**src/rtl/ibex_md_issue_ctrl.sv**
```systemverilog
// Issue/response wrapper for the iterative multiply/divide unit. It latches one request,
// drives the unit until it reports valid, and keeps a one-entry cache of the last DIV/REM result.
module ibex_md_issue_ctrl #(
    parameter int unsigned TAG_W    = 5,
    parameter bit          CACHE_EN = 1'b1
) (
    input  logic             clk,
    input  logic             rst_ni,
    input  logic             req_valid_i,
    output logic             req_ready_o,
    input  logic [1:0]       req_operator_i,
    input  logic [1:0]       req_signed_mode_i,
    input  logic [31:0]      req_op_a_i,
    input  logic [31:0]      req_op_b_i,
    input  logic [TAG_W-1:0] req_tag_i,
    input  logic             flush_i,
    output logic             md_mult_en_o,
    output logic             md_div_en_o,
    output logic [1:0]       md_operator_o,
    output logic [1:0]       md_signed_mode_o,
    output logic [31:0]      md_op_a_o,
    output logic [31:0]      md_op_b_o,
    input  logic [31:0]      md_result_i,
    input  logic             md_valid_i,
    output logic             rsp_valid_o,
    input  logic             rsp_ready_i,
    output logic [31:0]      rsp_result_o,
    output logic [TAG_W-1:0] rsp_tag_o,
    output logic             busy_o
);

    typedef enum logic [1:0] {IDLE, RUN, RESP} state_e;

    typedef struct packed {
        logic [1:0]  op;
        logic [1:0]  mode;
        logic [31:0] a;
        logic [31:0] b;
    } md_req_t;

    state_e            state_q;
    md_req_t           req_q, req_in, cache_key_q;
    logic [TAG_W-1:0]  tag_q;
    logic [31:0]       rsp_result_q, cache_res_q;
    logic              rsp_valid_q, mult_en_q, div_en_q;
    logic              discard_q, cache_vld_q;
    logic              cache_hit;

    assign req_in    = {req_operator_i, req_signed_mode_i, req_op_a_i, req_op_b_i};
    // op[1] set means DIV or REM, the only cacheable operators
    assign cache_hit = CACHE_EN && cache_vld_q && req_operator_i[1] && (req_in == cache_key_q);

    assign req_ready_o      = (state_q == IDLE) & ~flush_i;
    assign busy_o           = (state_q != IDLE);
    assign md_mult_en_o     = mult_en_q;
    assign md_div_en_o      = div_en_q;
    assign md_operator_o    = req_q.op;
    assign md_signed_mode_o = req_q.mode;
    assign md_op_a_o        = req_q.a;
    assign md_op_b_o        = req_q.b;
    assign rsp_valid_o      = rsp_valid_q;
    assign rsp_result_o     = rsp_result_q;
    assign rsp_tag_o        = tag_q;

    always_ff @(posedge clk or negedge rst_ni) begin
        if (!rst_ni) begin
            state_q      <= IDLE;
            req_q        <= '0;
            tag_q        <= '0;
            rsp_result_q <= '0;
            rsp_valid_q  <= 1'b0;
            mult_en_q    <= 1'b0;
            div_en_q     <= 1'b0;
            discard_q    <= 1'b0;
            cache_vld_q  <= 1'b0;
            cache_key_q  <= '0;
            cache_res_q  <= '0;
        end else begin
            case (state_q)
                IDLE: begin
                    if (req_valid_i && req_ready_o) begin
                        req_q <= req_in;
                        tag_q <= req_tag_i;
                        if (cache_hit) begin
                            rsp_result_q <= cache_res_q;
                            rsp_valid_q  <= 1'b1;
                            state_q      <= RESP;
                        end else begin
                            mult_en_q <= ~req_operator_i[1];
                            div_en_q  <= req_operator_i[1];
                            state_q   <= RUN;
                        end
                    end
                end
                RUN: begin
                    if (md_valid_i) begin
                        mult_en_q <= 1'b0;
                        div_en_q  <= 1'b0;
                        if (discard_q || flush_i) begin
                            discard_q <= 1'b0;
                            state_q   <= IDLE;
                        end else begin
                            rsp_result_q <= md_result_i;
                            rsp_valid_q  <= 1'b1;
                            state_q      <= RESP;
                            if (req_q.op[1]) begin
                                cache_key_q <= req_q;
                                cache_res_q <= md_result_i;
                                cache_vld_q <= 1'b1;
                            end
                        end
                    end else if (flush_i) begin
                        // The unit cannot be aborted, so keep it running and drop its result later
                        discard_q <= 1'b1;
                    end
                end
                RESP: begin
                    if (flush_i || rsp_ready_i) begin
                        rsp_valid_q <= 1'b0;
                        state_q     <= IDLE;
                    end
                end
                default: state_q <= IDLE;
            endcase
        end
    end

endmodule

```
**config.mk**
```make
export PLATFORM = sky130hd
export DESIGN_NAME = ibex_md_issue_ctrl
export DESIGN_NICKNAME = d
export VERILOG_FILES = /design/src/rtl/ibex_md_issue_ctrl.sv
export SDC_FILE = /design/constraint.sdc
export NUM_CORES = 1
export LEC_CHECK = 0
export CAP_MARGIN = 25
export CORE_MARGIN = 5
export CORE_UTILIZATION = 40
export CTS_BUF_LIST = sky130_fd_sc_hd__clkbuf_4 sky130_fd_sc_hd__clkbuf_8
export DETAILED_ROUTE_END_ITERATION = 7
export DONT_BUFFER_PORTS = 1
export PLACE_DENSITY = 0.56
export SLEW_MARGIN = 20
export SYNTH_ARGS = -nofsm -noshare
export SYNTH_HDL_FRONTEND = slang
export SYNTH_SLANG_ARGS = --single-unit
```
**constraint.sdc**
```tcl
create_clock -name clk -period 5.5 [get_ports clk]
set_clock_uncertainty 0.15 [all_clocks]
set_input_delay 1.65 -clock clk [delete_from_list [all_inputs] [get_ports clk]]
set_output_delay 1.65 -clock clk [all_outputs]
set_load 0.05 [all_outputs]
```
# Word level (Yosys, flattened, before mapping)
# Index checks and enable logic that the tools add are counted.
dict set report word_totals {
  out_inout_bits 110
  ff_bits 212
  word_cells 75
}
dict set report op_classes {
  bitwise 4
  eq_ne 10
  n_mux 27
  n_reduce_logical 17
}
# cell n
set op_table {}
lappend op_table {{2-to-1 mux 32 bit} 4}
lappend op_table {{equality test 68 bit} 1}
lappend op_table {{one-hot mux 32 bit (2 select lines)} 1}
lappend op_table {{2-to-1 mux 1 bit} 13}
lappend op_table {{2-to-1 mux 2 bit} 5}
lappend op_table {{!= test 2 bit, second input constant} 5}
lappend op_table {{AND reduction 4 bit} 2}
lappend op_table {{one-hot mux 2 bit (3 select lines)} 1}
lappend op_table {{AND reduction 3 bit} 2}
lappend op_table {{AND reduction 6 bit} 1}
lappend op_table {{nonzero test 2 bit} 3}
lappend op_table {{AND reduction 5 bit} 1}
lappend op_table {{!= test 2 x 1 -> 1 bit, second input constant} 2}
lappend op_table {{one-hot mux 1 bit (2 select lines)} 2}
lappend op_table {{logical AND 1 bit} 3}
lappend op_table {{inverter 1 bit} 3}
lappend op_table {{one-hot mux 1 bit (3 select lines)} 1}
lappend op_table {{nonzero test 3 bit} 1}
lappend op_table {{equality test 2 x 1 -> 1 bit, second input constant} 1}
lappend op_table {{equality test 2 bit, second input constant} 1}
lappend op_table {{logical NOT 2 bit} 1}
lappend op_table {{logical OR 1 bit} 2}
lappend op_table {{AND reduction 2 bit} 1}
lappend op_table {{bitwise AND 1 bit} 1}

# Depth between registers and ports, before layout
# Gate-level depths: netlist of the first run.
dict set report depth {
  ltp_word 5
  ltp_mapped 8
  depth_no_buf 7
}

# Worst setup path after synthesis of the first run
# OpenSTA, ideal clock, no wires.
dict set report synth_timing {
  kind {input port to output port}
  from {input flush_i}
  to {output req_ready_o}
  required_ps 3700
  arrival_ps 2304
  path_buffers 0
  slack_ps 1396
  path_stages 1
  cell_sequence {nor2_1}
}
dict set report synth_via {
  elab_chain_cells 2
}
# item line
set synth_rtl {}
lappend synth_rtl {{start, declared} 16} ;# input logic flush_i,
lappend synth_rtl {{inverter 1 bit} 53} ;# assign req_ready_o = (state_q == IDLE) & ~flush_i;
lappend synth_rtl {{bitwise AND 1 bit} 53}
lappend synth_rtl {{end, declared} 10} ;# output logic req_ready_o,
# No other way between the ends.

# Worst setup path after layout of the first run
# Same ends and word-level chain as after synthesis.

==> flow_metrics.py, run 1 <==
metrics = {
    "placed_design": {
        "place_area_sq_um": 9710,
        "port_buffers": 0,
        "hpwl_um": 16000,
        "place.gp.congestion": 0.768,
    },
    "outcome": {
        "status": "finished clean",
    },
    "detailed_routing": {
        "firstDrtPassIters": 4,
        "routed_wl_um": 23300,
        "viasPerCell": 5.03,
        "routedWlPerCell_um": 20.2,
        "vias": 5811,
        "drc_errors": 0,
        "drtAntennaViolNets": 0,
        "drt_iter0_drc": 333,
    },
    "global_route": {
        "gr-total-overflow": 0,
        "met1_usage_pct": 22.5,
        "grt.total_usage_pct": 17.5,
        "antenna_found_initial": 0,
        "top_usage_layer": "met2",
        "grt_pass1_wl_um": 36400,
        "grt_max_degree": 212,
        "grt_pass1_vias": 6111,
        "use_met2_pct": 28.4,
        "grt_use_met3_pct": 5.75,
    },
    "timing": {
        "fmax_mhz": 243,
        "slew_viol_final": 0,
        "finalSetupTns_ns": 0,
        "max_slew_margin_pct": 32.5,
        "post-route-period-util_pct": 74.8,
        "final-hold-violation-count": 0,
        "fin_crit_ns": 4.11,
        "rsz0062_at_grt": "no",
        "worst_pin_slew_ns": 1.01,
        "setup-violations-final": 0,
    },
    "die": {
        "dieArea_sq_um": 26600,
        "die_x_um": 163,
        "core_region_area_sq_um": 23300,
        "start_util_pct": 40.3,
        "num_rows": 56,
        "die_h_um": 163,
        "pin_count": 221,
    },
    "critical_path": {
        "r2r-start": "cache_key_q[1]",
        "r2r_cells": 7,
        "slowest_stage": "nor2_1",
        "cp_top_family": "simple AND/OR/NAND/NOR gates",
        "r2r_end": "rsp_result_o[0]",
        "critical_path_class": "in2out",
        "path_max_fanout": 7,
        "cp-start-kind": "input port",
        "end_kind": "output pin",
        "cp_cell_sequence": "nor2_1",
        "r2r_slack_ns": 2.40,
        "max_stage_delay_ns": 0.66,
        "crit_buf_inv": 0,
        "required_ns": 3.70,
        "arrival_ns": 2.31,
    },
    "cells_and_area": {
        "final_area_sq_um": 10500,
        "final_layout_size_suffix_gt1_share_pct": 29.7,
        "area_growth_pct": 12.6,
        "nets": 920,
        "final_common_cell": "dfrtp_1",
        "antenna_cells": 0,
        "layout_common_cells": "dfrtp_1 (211), nand2_1 (207), mux2_2 (135), clkbuf_8 (48), xnor2_1 (40)",
    },
    "synth": {
        "synth_xor_area_share_pct": 3.93,
        "synth_area_sq_um": 9370,
        "synth_top_family_by_area": "multiplexers",
        "ys_seq_area_share_pct": 56.4,
        "ys_ff_latch": 211,
        "syn_inst": 793,
        "syn_nets": 905,
        "synth_mux_area_share_pct": 20.7,
        "synth-simple-area-share_pct": 14.3,
        "yosys_warnings": 0,
        "yosys.area_share.adder_pct": 0.134,
        "syn_avg_cell_area_sq_um": 11.8,
        "synth_compound_area_share_pct": 2.18,
        "synth_area_leader_cell": "dfrtp_1",
        "synth.distinct_cells": 34,
        "yosys-top-cells-area": "dfrtp_1 (56%), mux2_2 (16%), nand2_1 (8.3%)",
        "yosys.area.top_type_share_pct": 56.4,
    },
    "clock_tree": {
        "clock-sinks": 211,
        "cts_hold_buf": 0,
        "cts-root-buf": "clkbuf_8",
        "cts_repair_resize_count": 0,
        "clkTransAtPathRegs_ns": 0.06,
        "ctsLongestPathBuffers": 3,
        "clk_latency_ns": 0.54,
        "htreeDepth": 2,
        "cts_tree": "yes",
        "cts_setup_buffers": 0,
        "cts_made_buffers": 39,
    },
    "hold_path": {
        "hp-start": "cache_vld_q",
        "whs_path_depth": 1,
        "hold_end": "cache_vld_q",
        "min_path_type": "reg2reg",
    },
    "pwr": {
        "power.density_nw_per_um2": 589,
        "ir_worst_vdd_v": 0.000259,
        "p_leak_nw": 5.06,
    },
    "flow_run": {
        "drv_cap": 0,
    },
}
## worst max path at each step
stage / end / from / depth (start not counted)
finish: req_ready_o / flush_i / 1
detailed placement: rsp_result_o[31] / req_op_b_i[1] / 7
global route: req_ready_o / flush_i / 1
global placement: rsp_result_o[0] / req_op_b_i[1] / 7
floorplan: req_ready_o / flush_i / 1
CTS: req_ready_o / flush_i / 1
## cell type report
type	instances	area (sq um)
clock buffer	63	773
timing repair buffer	7	65.1
multi-input combinational	531	3890
sequential	211	5280
fill	2168	12700
inverter	18	67.6
clock inverter	6	68.8
tap	319	399
## logic make-up after synthesis
kind of cell    count (synthesis)
fa+ha+maj                       1
mux                           163
compound gates                 29
flops                         211
simple gates                  296
xor+xnor                       42
buf+inv                        51
## per-layer routing
metal | routed length [um] | vias up
met4 | 463 | 0
met3 | 1990 | 37
met1 | 9410 | 2888
li1 | - | 2700
met2 | 11500 | 186
met5 | 0 | -
## flip-flops by register name (all words and copies together) (netlist names)
name and flops:
cache_key_q 67, cache_res_q 32, cache_vld_q 1, discard_q 1, md_div_en_o 1, md_mult_en_o 1
md_op_a_o 32, md_op_b_o 32, md_operator_o 2, md_signed_mode_o 2, rsp_result_o 32, rsp_tag_o 5
rsp_valid_o 1, state_q 2
## Yosys cell counts
cell / n
nor3_1: 4
nor4b_1: 2
a21oi_1: 3
mux2_2: 135
nor2_1: 4
nor2b_1: 10
or3_1: 1
o221ai_1: 2
o21a_1: 1
nand4_2: 1
nor4_1: 5
or2_2: 1
nor3b_1: 1
a21o_1: 1
nand4_1: 27
buf_8: 3
nor4_2: 1
nand2b_1: 30
o21ai_0: 9
inv_1: 18
a2111o_1: 2
xor2_1: 2
nand2_1: 208
ha_1: 1
o22ai_1: 8
dfrtp_1: 211
o31a_1: 1
nor3_2: 1
o2111ai_1: 1
buf_1: 2
mux2_4: 28
xnor2_1: 40
o31ai_4: 1
clkbuf_1: 28
## where the power goes
group	switching [mW]	internal (mW)	total, mW
sequential	1.34	2.12	3.45
clock	0.660	0.941	1.60
combinational	0.451	0.710	1.16
## metrics by stage
| stage | power [mW] | hold WS, ns | setup slack (ns) | util [%] | std cells |
|---|---|---|---|---|---|
| floorplan | 4.32 | 0.289 | 1.40 | - | 793 |
| global placement | 4.62 | 0.304 | 1.18 | 41.7 | 1086 |
| detailed placement | 4.67 | 0.314 | 1.19 | 41.7 | 1086 |
| CTS | 6.31 | 0.327 | 1.38 | 45.3 | 1155 |
| global route | 6.56 | 0.365 | 1.37 | 45.3 | 1155 |
| finish | 6.22 | 0.326 | 1.39 | 45.3 | 1155 |
Power figures use the tool's default switching activity.
==> inputs of run 2 (changes only) <==
PLACE_DENSITY = 0.58   (was 0.56)
clock period = 3.65 ns   (was 5.5 ns; I/O delays follow)
==> run 2 against run 1 <==
Compared with the run above: core utilization up 0.38 points; worst setup slack got worse by 0.77 ns; largest cell class unchanged; combinational power increased by 52%; critical endpoint unchanged.
==> flow_metrics.py, run 2 (synthesis results as in run 1) <==
metrics = {
    "die": {
        "die_x_um": 163,
        "pin_count": 221,
        "start_util_pct": 40.3,
        "dieArea_sq_um": 26600,
        "die_h_um": 163,
        "num_rows": 56,
        "core_region_area_sq_um": 23300,
    },
    "global_route": {
        "grt_pass1_vias": 6180,
        "grt.total_usage_pct": 17.3,
        "grt_pass1_wl_um": 36300,
        "gr-total-overflow": 0,
        "grt_max_degree": 212,
        "antenna_found_initial": 0,
    },
    "timing": {
        "final-hold-violation-count": 0,
        "rsz0062_at_grt": "no",
        "slew_viol_final": 0,
        "fin_crit_ns": 3.03,
        "max_slew_margin_pct": 37.3,
        "fmax_mhz": 330,
        "finalSetupTns_ns": 0,
        "worst_pin_slew_ns": 0.941,
        "post-route-period-util_pct": 83.1,
        "setup-violations-final": 0,
    },
    "detailed_routing": {
        "maxUsedRoutingLayer": "met4",
        "vias": 5793,
        "viasPerCell": 4.99,
        "dr_wl_met2_um": 11200,
        "firstDrtPassIters": 6,
        "routedWlPerCell_um": 19.8,
        "drt_iter0_drc": 320,
        "route.met3.wl_um": 2030,
        "drc_errors": 0,
        "wl_met1_um": 9430,
        "routed_wl_um": 23100,
        "drtAntennaViolNets": 0,
    },
    "cells_and_area": {
        "largest_reg_flops": 67,
        "final_area_sq_um": 10600,
        "layout_common_cells": "dfrtp_1 (211), nand2_1 (207), mux2_2 (135), clkbuf_8 (54), xnor2_1 (40)",
        "fin_util_pct": 45.7,
        "area_growth_pct": 13.5,
        "antenna_cells": 0,
        "nets": 927,
        "regMostFlops": "cache_key_q",
        "final_common_cell": "dfrtp_1",
        "final_layout_size_suffix_gt1_share_pct": 30.2,
    },
    "critical_path": {
        "r2r-start": "cache_key_q[16]",
        "path_max_fanout": 6,
        "slowest_stage": "dfrtp_1",
        "max_stage_delay_ns": 0.47,
        "end_kind": "output pin",
        "arrival_ns": 1.79,
        "critical_path_class": "reg2out",
        "cp-startpoint": "state_q[1]",
        "cp_cell_sequence": "or2_2, nor2_1, buf_4",
        "cp-start-kind": "flip-flop",
        "required_ns": 2.40,
    },
    "placed_design": {
        "place_area_sq_um": 9780,
        "port_buffers": 0,
        "place.gp.congestion": 0.799,
        "hpwl_um": 16000,
    },
    "clock_tree": {
        "htreeDepth": 2,
        "cts_setup_buffers": 0,
        "cts-root-buf": "clkbuf_8",
        "cts_made_buffers": 38,
        "ctsLongestPathBuffers": 3,
        "cts_hold_buf": 0,
        "cts_repair_resize_count": 0,
        "cts_tree": "yes",
        "clk_latency_ns": 0.51,
        "clock-sinks": 211,
        "clkTransAtPathRegs_ns": 0.06,
    },
    "pwr": {
        "ir_worst_vdd_v": 0.000331,
        "power.density_nw_per_um2": 883,
        "p_leak_nw": 5.11,
    },
    "flow_run": {
        "drv_cap": 0,
    },
    "hold_path": {
        "min_path_type": "in2async",
    },
    "outcome": {
        "status": "finished clean",
    },
}
## run 2: worst paths after layout
check	to	slack, ns	cells after the start
min reg2reg	cache_vld_q	0.33	1
min in group clk	cache_vld_q	0.33	1
max in group asynchronous	md_operator_o[1]	2.95	0
min	cache_key_q[53]	0.13	0
max reg2reg	rsp_result_o[0]	0.85	9
max	req_ready_o	0.62	3
## run 2: layout make-up
class / count / area (sq um)
fill: 2177 / 12600
sequential: 211 / 5280
multi-input combinational: 531 / 3890
clock buffer: 62 / 803
tap: 319 / 399
timing repair buffer: 15 / 138
inverter: 18 / 67.6
clock inverter: 6 / 55.1
## run 2: through the flow
step | cells | setup slack, ns | total power [mW] | hold WS, ns
finish | 1162 | 0.617 | 9.40 | 0.132
global route | 1162 | 0.545 | 9.91 | 0.0931
CTS | 1162 | 0.585 | 9.52 | 0.0944
detailed placement | 1094 | 0.156 | 7.05 | 0.311
global placement | 1094 | 0.235 | 6.98 | 0.306
floorplan | 793 | 0.463 | 6.51 | 0.289
## run 2: per-layer routing
metal,vias to the layer above,GRT usage [%]
met5,-,0
met4,0,5.64
met2,179,27.9
met3,34,5.73
met1,2861,22.1
li1,2719,-
## run 2: worst max-delay path, delay by kind of cell, from the launching register on
family	cells	cell delay, ns
buffers and inverters	1	0.21
flip-flops	1	0.47
AND/OR/NAND/NOR	2	0.59
## run 2: report_power, final
group	switching, mW	internal, mW	total [mW]
logic	0.680	1.08	1.76
registers	2.01	3.19	5.20
clock network	0.977	1.46	2.44
total	3.67	5.73	9.40
